[src/rtl/csr_intr_unit.sv]
// Machine-mode CSR file and interrupt controller: external IRQ lines with
// per-line edge/level mode, prescaled 64-bit timer, direct/vectored trap entry.
module csr_intr_unit #(
   parameter int unsigned                NUM_EXT_IRQ = 4,
   parameter logic [NUM_EXT_IRQ-1:0]     EDGE_MASK   = '0,
   parameter int unsigned                PRESCALE    = 1,
   parameter logic [31:0]                MTVEC_RST   = 32'h0000_0000
) (
   input  logic                   clk,
   input  logic                   rst,
   input  logic                   csr_rd,
   input  logic                   csr_wr,
   input  logic [1:0]             csr_op,
   input  logic [11:0]            csr_addr,
   input  logic [31:0]            csr_wdata,
   output logic [31:0]            csr_rdata,
   input  logic [31:0]            pc_in,
   input  logic                   inst_valid,
   input  logic                   is_mret,
   input  logic [NUM_EXT_IRQ-1:0] ext_irq,
   output logic                   intr_flag,
   output logic [31:0]            epc,
   output logic                   t_intr
);

   localparam logic [11:0] A_MSTATUS     = 12'h300;
   localparam logic [11:0] A_MIE         = 12'h304;
   localparam logic [11:0] A_MTVEC       = 12'h305;
   localparam logic [11:0] A_MEPC        = 12'h341;
   localparam logic [11:0] A_MCAUSE      = 12'h342;
   localparam logic [11:0] A_MIP         = 12'h344;
   localparam logic [11:0] A_MTIME_LO    = 12'hC00;
   localparam logic [11:0] A_MTIME_HI    = 12'hC80;
   localparam logic [11:0] A_MTIMECMP_LO = 12'h7C0;
   localparam logic [11:0] A_MTIMECMP_HI = 12'h7C1;

   localparam int unsigned PW        = (PRESCALE > 1) ? $clog2(PRESCALE) : 1;
   localparam logic [PW-1:0] PRESC_MAX = PW'(PRESCALE - 1);
   localparam logic [31:0] MIE_MASK  = (((32'h1 << NUM_EXT_IRQ) - 32'h1) << 16) | 32'h80;

   typedef enum logic [1:0] {S_IDLE, S_TRAP, S_RET} state_t;

   state_t                 state;
   logic                   mstatus_mie, mstatus_mpie;
   logic [31:0]            mie_q, mtvec_q, mepc_q, mcause_q;
   logic [63:0]            mtime_q, mtimecmp_q, mtime_nxt, mtimecmp_nxt;
   logic [PW-1:0]          presc_q;
   logic                   presc_wrap;
   logic [NUM_EXT_IRQ-1:0] sync1, sync2, sync_prev, mip_ext, mip_ext_nxt;
   logic [NUM_EXT_IRQ-1:0] pend_ext, irq_onehot, edge_clr, csr_mip_clr, wd_ext;
   logic                   pend_tim, any_pend, found;
   logic [4:0]             irq_code;
   logic                   trap_take, ret_take, csr_we;
   logic [31:0]            rd_raw, wr_val, mip_word, mtvec_base;

   function automatic logic [31:0] csr_apply(input logic [31:0] old, input logic [1:0] op,
                                             input logic [31:0] wd);
      case (op)
         2'b00:   return wd;
         2'b01:   return old | wd;
         2'b10:   return old & ~wd;
         default: return old;
      endcase
   endfunction

   assign mip_word   = (32'(mip_ext) << 16) | {24'h0, t_intr, 7'h0};
   assign mtvec_base = {mtvec_q[31:2], 2'b00};
   assign pend_ext   = mip_ext & mie_q[16 +: NUM_EXT_IRQ];
   assign pend_tim   = t_intr & mie_q[7];
   assign any_pend   = (|pend_ext) | pend_tim;

   // Lowest-index external line wins; the timer only when no line is pending.
   always_comb begin
      // NOTE: every always_comb output gets a default first so no latch is inferred.
      irq_code   = 5'd7;
      irq_onehot = '0;
      found      = 1'b0;
      for (int i = 0; i < NUM_EXT_IRQ; i++) begin
         if (!found && pend_ext[i]) begin
            found         = 1'b1;
            irq_code      = 5'(16 + i);
            irq_onehot[i] = 1'b1;
         end
      end
   end

   assign trap_take = (state == S_IDLE) & inst_valid & mstatus_mie & any_pend & ~is_mret;
   assign ret_take  = (state == S_IDLE) & inst_valid & is_mret;
   assign csr_we    = csr_wr & ~trap_take;

   always_comb begin
      rd_raw = '0;
      case (csr_addr)
         A_MSTATUS:     rd_raw = {24'h0, mstatus_mpie, 3'b000, mstatus_mie, 3'b000};
         A_MIE:         rd_raw = mie_q;
         A_MTVEC:       rd_raw = mtvec_q;
         A_MEPC:        rd_raw = mepc_q;
         A_MCAUSE:      rd_raw = mcause_q;
         A_MIP:         rd_raw = mip_word;
         A_MTIME_LO:    rd_raw = mtime_q[31:0];
         A_MTIME_HI:    rd_raw = mtime_q[63:32];
         A_MTIMECMP_LO: rd_raw = mtimecmp_q[31:0];
         A_MTIMECMP_HI: rd_raw = mtimecmp_q[63:32];
         default:       rd_raw = '0;
      endcase
   end

   assign csr_rdata = csr_rd ? rd_raw : 32'h0;
   assign wr_val    = csr_apply(rd_raw, csr_op, csr_wdata);

   // Timer: next-state values feed the compare so t_intr tracks mtime/mtimecmp exactly.
   always_comb begin
      presc_wrap   = (presc_q == PRESC_MAX);
      mtime_nxt    = presc_wrap ? mtime_q + 64'd1 : mtime_q;
      mtimecmp_nxt = mtimecmp_q;
      if (csr_we && csr_addr == A_MTIMECMP_LO) mtimecmp_nxt[31:0]  = wr_val;
      if (csr_we && csr_addr == A_MTIMECMP_HI) mtimecmp_nxt[63:32] = wr_val;
   end

   always_ff @(posedge clk or posedge rst) begin
      if (rst) begin
         presc_q    <= '0;
         mtime_q    <= '0;
         mtimecmp_q <= '1;
         t_intr     <= 1'b0;
      end else begin
         presc_q    <= presc_wrap ? '0 : presc_q + PW'(1);
         mtime_q    <= mtime_nxt;
         mtimecmp_q <= mtimecmp_nxt;
         t_intr     <= (mtime_nxt >= mtimecmp_nxt);
      end
   end

   // Edge latches accept clear-only CSR writes; a new edge beats any clear.
   always_comb begin
      wd_ext      = csr_wdata[16 +: NUM_EXT_IRQ];
      csr_mip_clr = '0;
      if (csr_we && csr_addr == A_MIP) begin
         if (csr_op == 2'b00)      csr_mip_clr = ~wd_ext;
         else if (csr_op == 2'b10) csr_mip_clr = wd_ext;
      end
      edge_clr    = csr_mip_clr | (trap_take ? irq_onehot : '0);
      mip_ext_nxt = (EDGE_MASK & ((sync2 & ~sync_prev) | (mip_ext & ~edge_clr)))
                  | (~EDGE_MASK & sync2);
   end

   always_ff @(posedge clk or posedge rst) begin
      if (rst) begin
         sync1     <= '0;
         sync2     <= '0;
         sync_prev <= '0;
         mip_ext   <= '0;
      end else begin
         sync1     <= ext_irq;
         sync2     <= sync1;
         sync_prev <= sync2;
         mip_ext   <= mip_ext_nxt;
      end
   end

   always_ff @(posedge clk or posedge rst) begin
      if (rst) begin
         state        <= S_IDLE;
         mstatus_mie  <= 1'b0;
         mstatus_mpie <= 1'b0;
         mie_q        <= '0;
         mtvec_q      <= MTVEC_RST;
         mepc_q       <= '0;
         mcause_q     <= '0;
         intr_flag    <= 1'b0;
         epc          <= '0;
      end else begin
         if (csr_we) begin
            case (csr_addr)
               A_MSTATUS: begin
                  mstatus_mie  <= wr_val[3];
                  mstatus_mpie <= wr_val[7];
               end
               A_MIE:    mie_q    <= wr_val & MIE_MASK;
               A_MTVEC:  mtvec_q  <= {wr_val[31:2], 1'b0, wr_val[1:0] == 2'b01};
               A_MEPC:   mepc_q   <= {wr_val[31:2], 2'b00};
               A_MCAUSE: mcause_q <= wr_val;
               default:  ;
            endcase
         end
         // NOTE: the FSM follows the CSR writes so its non-blocking updates to mstatus win.
         case (state)
            S_IDLE: begin
               if (ret_take) begin
                  state        <= S_RET;
                  intr_flag    <= 1'b1;
                  epc          <= mepc_q;
                  mstatus_mie  <= mstatus_mpie;
                  mstatus_mpie <= 1'b1;
               end else if (trap_take) begin
                  state        <= S_TRAP;
                  intr_flag    <= 1'b1;
                  epc          <= mtvec_q[0] ? mtvec_base + (32'(irq_code) << 2) : mtvec_base;
                  mepc_q       <= {pc_in[31:2], 2'b00};
                  mcause_q     <= {1'b1, 26'h0, irq_code};
                  mstatus_mpie <= mstatus_mie;
                  mstatus_mie  <= 1'b0;
               end
            end
            default: begin
               state     <= S_IDLE;
               intr_flag <= 1'b0;
            end
         endcase
      end
   end

endmodule

[config.mk]
export PLATFORM = sky130hd
export DESIGN_NAME = csr_intr_unit
export DESIGN_NICKNAME = d
export VERILOG_FILES = /design/src/rtl/csr_intr_unit.sv
export SDC_FILE = /design/constraint.sdc
export NUM_CORES = 1
export LEC_CHECK = 0
export CORE_MARGIN = 4
export CORE_UTILIZATION = 55
export DETAILED_ROUTE_END_ITERATION = 8
export GPL_TIMING_DRIVEN = 1
export HOLD_SLACK_MARGIN = 0.15
export PLACE_DENSITY = 0.76
export SKIP_LAST_GASP = 1
export SLEW_MARGIN = 20
export SYNTH_ARGS = -nofsm -noshare
export SYNTH_HDL_FRONTEND = slang
export SYNTH_SLANG_ARGS = --single-unit
[constraint.sdc]
create_clock -name clk -period 11.9 [get_ports clk]
set_clock_uncertainty 0.15 [all_clocks]
set_input_delay 1.19 -clock clk [delete_from_list [all_inputs] [get_ports clk]]
set_output_delay 1.19 -clock clk [all_outputs]
set_load 0.1 [all_outputs]
Yosys cells after proc, flatten, opt, wreduce, memory -nomap -nowiden:

Cells that the tools add are included.

* logic and storage cells: 107
* output and inout port bits: 66
* memories kept: 0
* bits in registers: 279
* bits in read-only memories: 0
* RAM bits: 0
* latch bits: 0

* bitwise logic cells: 15
* equal/unequal tests: 14
* div/mod/pow operators: 0
* add/subtract/negate cells: 3
* shift operators: 0
* magnitude comparators: 1
* reduce and logical (&&, ||, !) cells: 15
* multiply operators: 0
* mux-type cells: 43

Operators with widths (number)
* 32-bit two-way mux: 16
* 32-bit one-hot mux with 10 select lines: 1
* 32-bit one-hot mux with 3 select lines: 1
* 12-bit by 10-bit == test with 1-bit output, second input constant: 6
* 64-bit by 1-bit adder with 64-bit output, second input constant: 1
* 64-bit >= comparator: 1
* 64-bit two-way mux: 1
* 32-bit by 7-bit adder with 32-bit output: 1
* 32-bit AND: 1
* 32-bit inverter: 1
* 32-bit bitwise OR: 1
* 12-bit by 11-bit == test with 1-bit output, second input constant: 2
* 12-bit == test, second input constant: 2
* 5-bit two-way mux: 4
* 20-bit by 8-bit bitwise OR with 20-bit output: 1
* 1-bit two-way mux: 17
* 1-bit AND: 7
* 2-bit two-way mux: 3
* 2-bit AND reduction: 3
* 1-bit logical AND: 5
* 4-bit AND: 1
* 2-bit by 1-bit == test with 1-bit output, second input constant: 2
* 2-bit logical NOT: 2
* 4-bit OR reduction: 1
* 7 further kinds: 10

Longest topological paths before layout:

* word-level depth: 15
* mapped depth: 16
* depth with buffers taken out: 14

Worst setup path after synthesis:

OpenSTA, ideal clock, no wires.

* path kind: input port to output port
* from: input port csr_addr[7]
* to: output port csr_rdata[2]
* cell stages on the path: 7
* data arrival time: 4.246 ns
* slack: 6.314 ns
* data required time: 10.560 ns
* cell sequence: buf_6 > or3_1 > buf_2 > nor4_4 > buf_6 > nand2_4 > a31oi_1

* longest elaborated chain between the ends: 3
* elaborated cells between the ends (all ways): 12
* those cells by class: 10 x eq/ne; 2 x mux

RTL lines
* start, declared: RTL line 14 `input logic [11:0] csr_addr,`
* 12-bit by 11-bit == test with 1-bit output, or another cell as far along: RTL line 93 `case (csr_addr)`
* 32-bit one-hot mux with 10 select lines *: RTL line 93
* 32-bit two-way mux *: RTL line 108 `assign csr_rdata = csr_rd ? rd_raw : 32'h0;`
* end, declared: RTL line 16 `output logic [31:0] csr_rdata,`

Every way passes the cells marked *; elsewhere a longest branch is shown, timed or not.

Worst setup path after layout:

* from: input port csr_addr[0]
* to: output port csr_rdata[17]

The elaborated chain is that of the path after synthesis.

==> impl_results.md <==
- Antenna cells: 0
- Most common cell after layout, fill and taps aside: dfrtp_1
- Root buf cell: clkbuf_16
- Min-delay worst type: reg -> reg
- Final worst path period need: 6.87 ns
- Yosys warns: 0
- Row cnt: 64
- Pre-antenna DRT Iters: 7
- H-tree depth: 1
- Die height: 184 um
- Post-synth EDFFs: 0
- Initial Util: 55.8%
- Clk network pwr share: 45.5%
- Vias in the first global route: 14534
- Seq pwr share: 42.4%
- GRT Resource Usage Total: 32.0%
- Total Wirelength: 55400 um
- Post-CTS Setup Inserts: 0
- Crit end category: output port
- Die footprint: 33900 sq um
- Period utilization: 57.7%
- Drt wl/cell: 23.5 um
- Logic pwr share: 12.1%
- Cells after DPL: 2300
- Grt ovf: 0
- Worst EP arrival: 5.53 ns
- Slew Viols, Final: 0
- # DRC: 0
- Crit path launch type: input pin
- Final GP Congestion: 0.959
- Unrepaired setup endpoints after global routing: false
- Share of layout cells above drive strength 1: 12.4%
- Sink Count: 278
- Hold Fails Final Rpt: 0
- Final setup TNS: 0 ns
- Hold buffer count at CTS: 0
- F_max: 146 MHz
- Yosys top cell by area: dfrtp_1
- CTS tree: built
- Via count: 15411
- Worst vdd ir: 0.134 mV
- Initial antenna violation count: 0
- WHS Endpoint: mip_ext_nxt[3]$_DFF_PP0_
- TritonCTS Buffers: 31
- Dpl ws: 5.12 ns
- WHS Path Cells: 0
- Clock slew at reported path FFs: 0.06 ns
- Resized cells post-CTS: 0
- Synth top area share: 31.4%
- Cell leakage power: 8.08 nW
- Min-Delay Startpoint: sync1[3]$_DFF_PP0_
- Top cells by area, synth: dfrtp_1 31%, dfstp_2 9.8%, a21oi_1 5.1%, ha_1 5.1%, nand2_1 3.8%
- Synthesis-stage register bit count: 278
- Crit Reg-Reg Endpoint: t_intr$_DFF_PP0_
- ANT nets after route: 0
- Int Power: 1.71 mW
- Core ar.: 30600 sq um
- Clock tree buffer depth: 3
- Buffers on Ports: 151
- Pwr/cell area: 117 nW/um^2
- Most frequent cells in the layout: 214 x dfrtp_1, 174 x a21oi_1, 173 x nand2_1
- Max Cap Viol: 0
- DP Wirelength: 39900 um
- Clock insertion delay at the later pin of the skew report: 0.57 ns
- IO Pins: 154
- Die Wd: 184 um
- Relative slew slack: 27.2%
- Nets: 2095
- CP Class: in -> out
- First-pass GRT wire length: 85600 um
- Worst reg2reg path startpoint: mie_q[16]$_DFFE_PP0P_
- Psw: 0.619 mW
- Critical Path Start: csr_addr[0]
- Mean post-synth cell area: 9.24 sq um
- Worst Reg-to-Reg Cells: 14
- Async SR Flop Fraction: 100%
- Post-Synthesis Net Count: 2007
- Worst-path fanout max: 61
- WP data required: 10.56 ns
- Worst Setup Slack, final: 5.03 ns
- Status: complete, no violations
- Largest net degree at the start of global routing: 92
- Mapped Cells: 1849
- Post-Syn Area: 17100 sq um
- Layout Cells excl Fill: 2357
- P&R area growth vs syn: 16.3%
- Top FF cell, synth: dfrtp_1
- Setup Viol. Count Final: 0
- Sw frac: 26.6%
- Slew @ Worst Pin: 1.09 ns
- Final Power: 2.32 mW
- R2R Setup Slk: 5.80 ns
- Post-synthesis cell type count: 72
- Number of vias per cell: 6.54
- DRT iter0 DRCs: 2002
- Seq/Total Area, Yosys: 41.2%
## power groups by stage
stage	clock, mW	combinational (mW)	sequential (mW)
2_1_floorplan	0	0.0955	1.08
3_3_place_gp	0	0.274	1.00
3_5_place_dp	0	0.278	1.00
4_1_cts	1.06	0.279	0.985
5_1_grt	1.11	0.295	0.987
6_report	1.06	0.281	0.985
## logic make-up after synthesis
kind of cell	synth area share, %
compound gates	22.5
mux	4.34
buf+inv	4.38
simple gates	17.8
fa+ha+maj	5.17
flops	41.2
xor+xnor	4.61
## per-layer routing
layer,vias up,track usage [%],wire length [um]
met5,-,0,0
met4,0,5.03,886
met3,85,5.78,5980
met2,879,48.2,24400
met1,7501,49.3,24200
li1,6946,-,-
## flip-flops by register name, indices dropped and copies added, names as in the netlist
name,cells
mtime_q,64
mtimecmp_q,64
epc,32
mcause_q,32
mepc_q,32
mtvec_q,31
mie_q,5
mip_ext,4
mip_ext_nxt,4
sync1,4
state,2
intr_flag,1
mstatus_mie,1
mstatus_mpie,1
t_intr,1
## cell usage after synthesis, drive strengths merged (30+ instances only)
master,n
xor2,33
buf,57
xnor2,57
nand3,82
a21oi,190
mux2,32
dfstp,64
inv,50
o22ai,44
dfrtp,214
nand2,174
clkbuf,65
nor2,142
and2,30
a211oi,30
o21ai,60
nand4,34
mux2i,38
a22oi,38
ha,69
a21o,73
## critical path, stage by stage
cell	delay (ns)
buf_2	0.07
buf_4	0.65
or4b_1	0.61
nor4_4	0.68
buf_4	0.47
a222oi_1	0.22
a41oi_1	0.38
clkdlybuf4s50_1	1.21
## through the flow
| stage | util [%] | hold WS, ns | instance area, sq um |
|---|---|---|---|
| 4_1_cts | 64.9 | 0.202 | 19900 |
| 5_1_grt | 64.9 | 0.200 | 19900 |
| 3_3_place_gp | 61.2 | 0.183 | 18700 |
| 6_report | 64.9 | 0.197 | 19900 |
| 3_5_place_dp | 61.2 | 0.190 | 18700 |
| 2_1_floorplan | - | 0.181 | 17100 |
## how the worst max path moves through the flow
stage | endpoint | cells past startpoint | slack (ns)
floorplan | epc[0]$_DFFE_PP0P_ | 1 | 3.00
global placement | csr_rdata[17] | 8 | 5.15
detailed placement | t_intr$_DFF_PP0_ | 14 | 5.12
CTS | csr_rdata[17] | 8 | 5.12
global route | csr_rdata[17] | 8 | 5.01
finish | csr_rdata[17] | 8 | 5.03
## final cells by class
type	instances	area, sq um
Fill cell	2495	10700
Sequential cell	278	7040
Inverter	50	195
Timing Repair Buffer	177	1700
Multi-Input combinational cell	1399	9320
Clock inverter	13	223
Clock buffer	44	905
Tap cell	396	495
(Power assumes the default switching activity.)
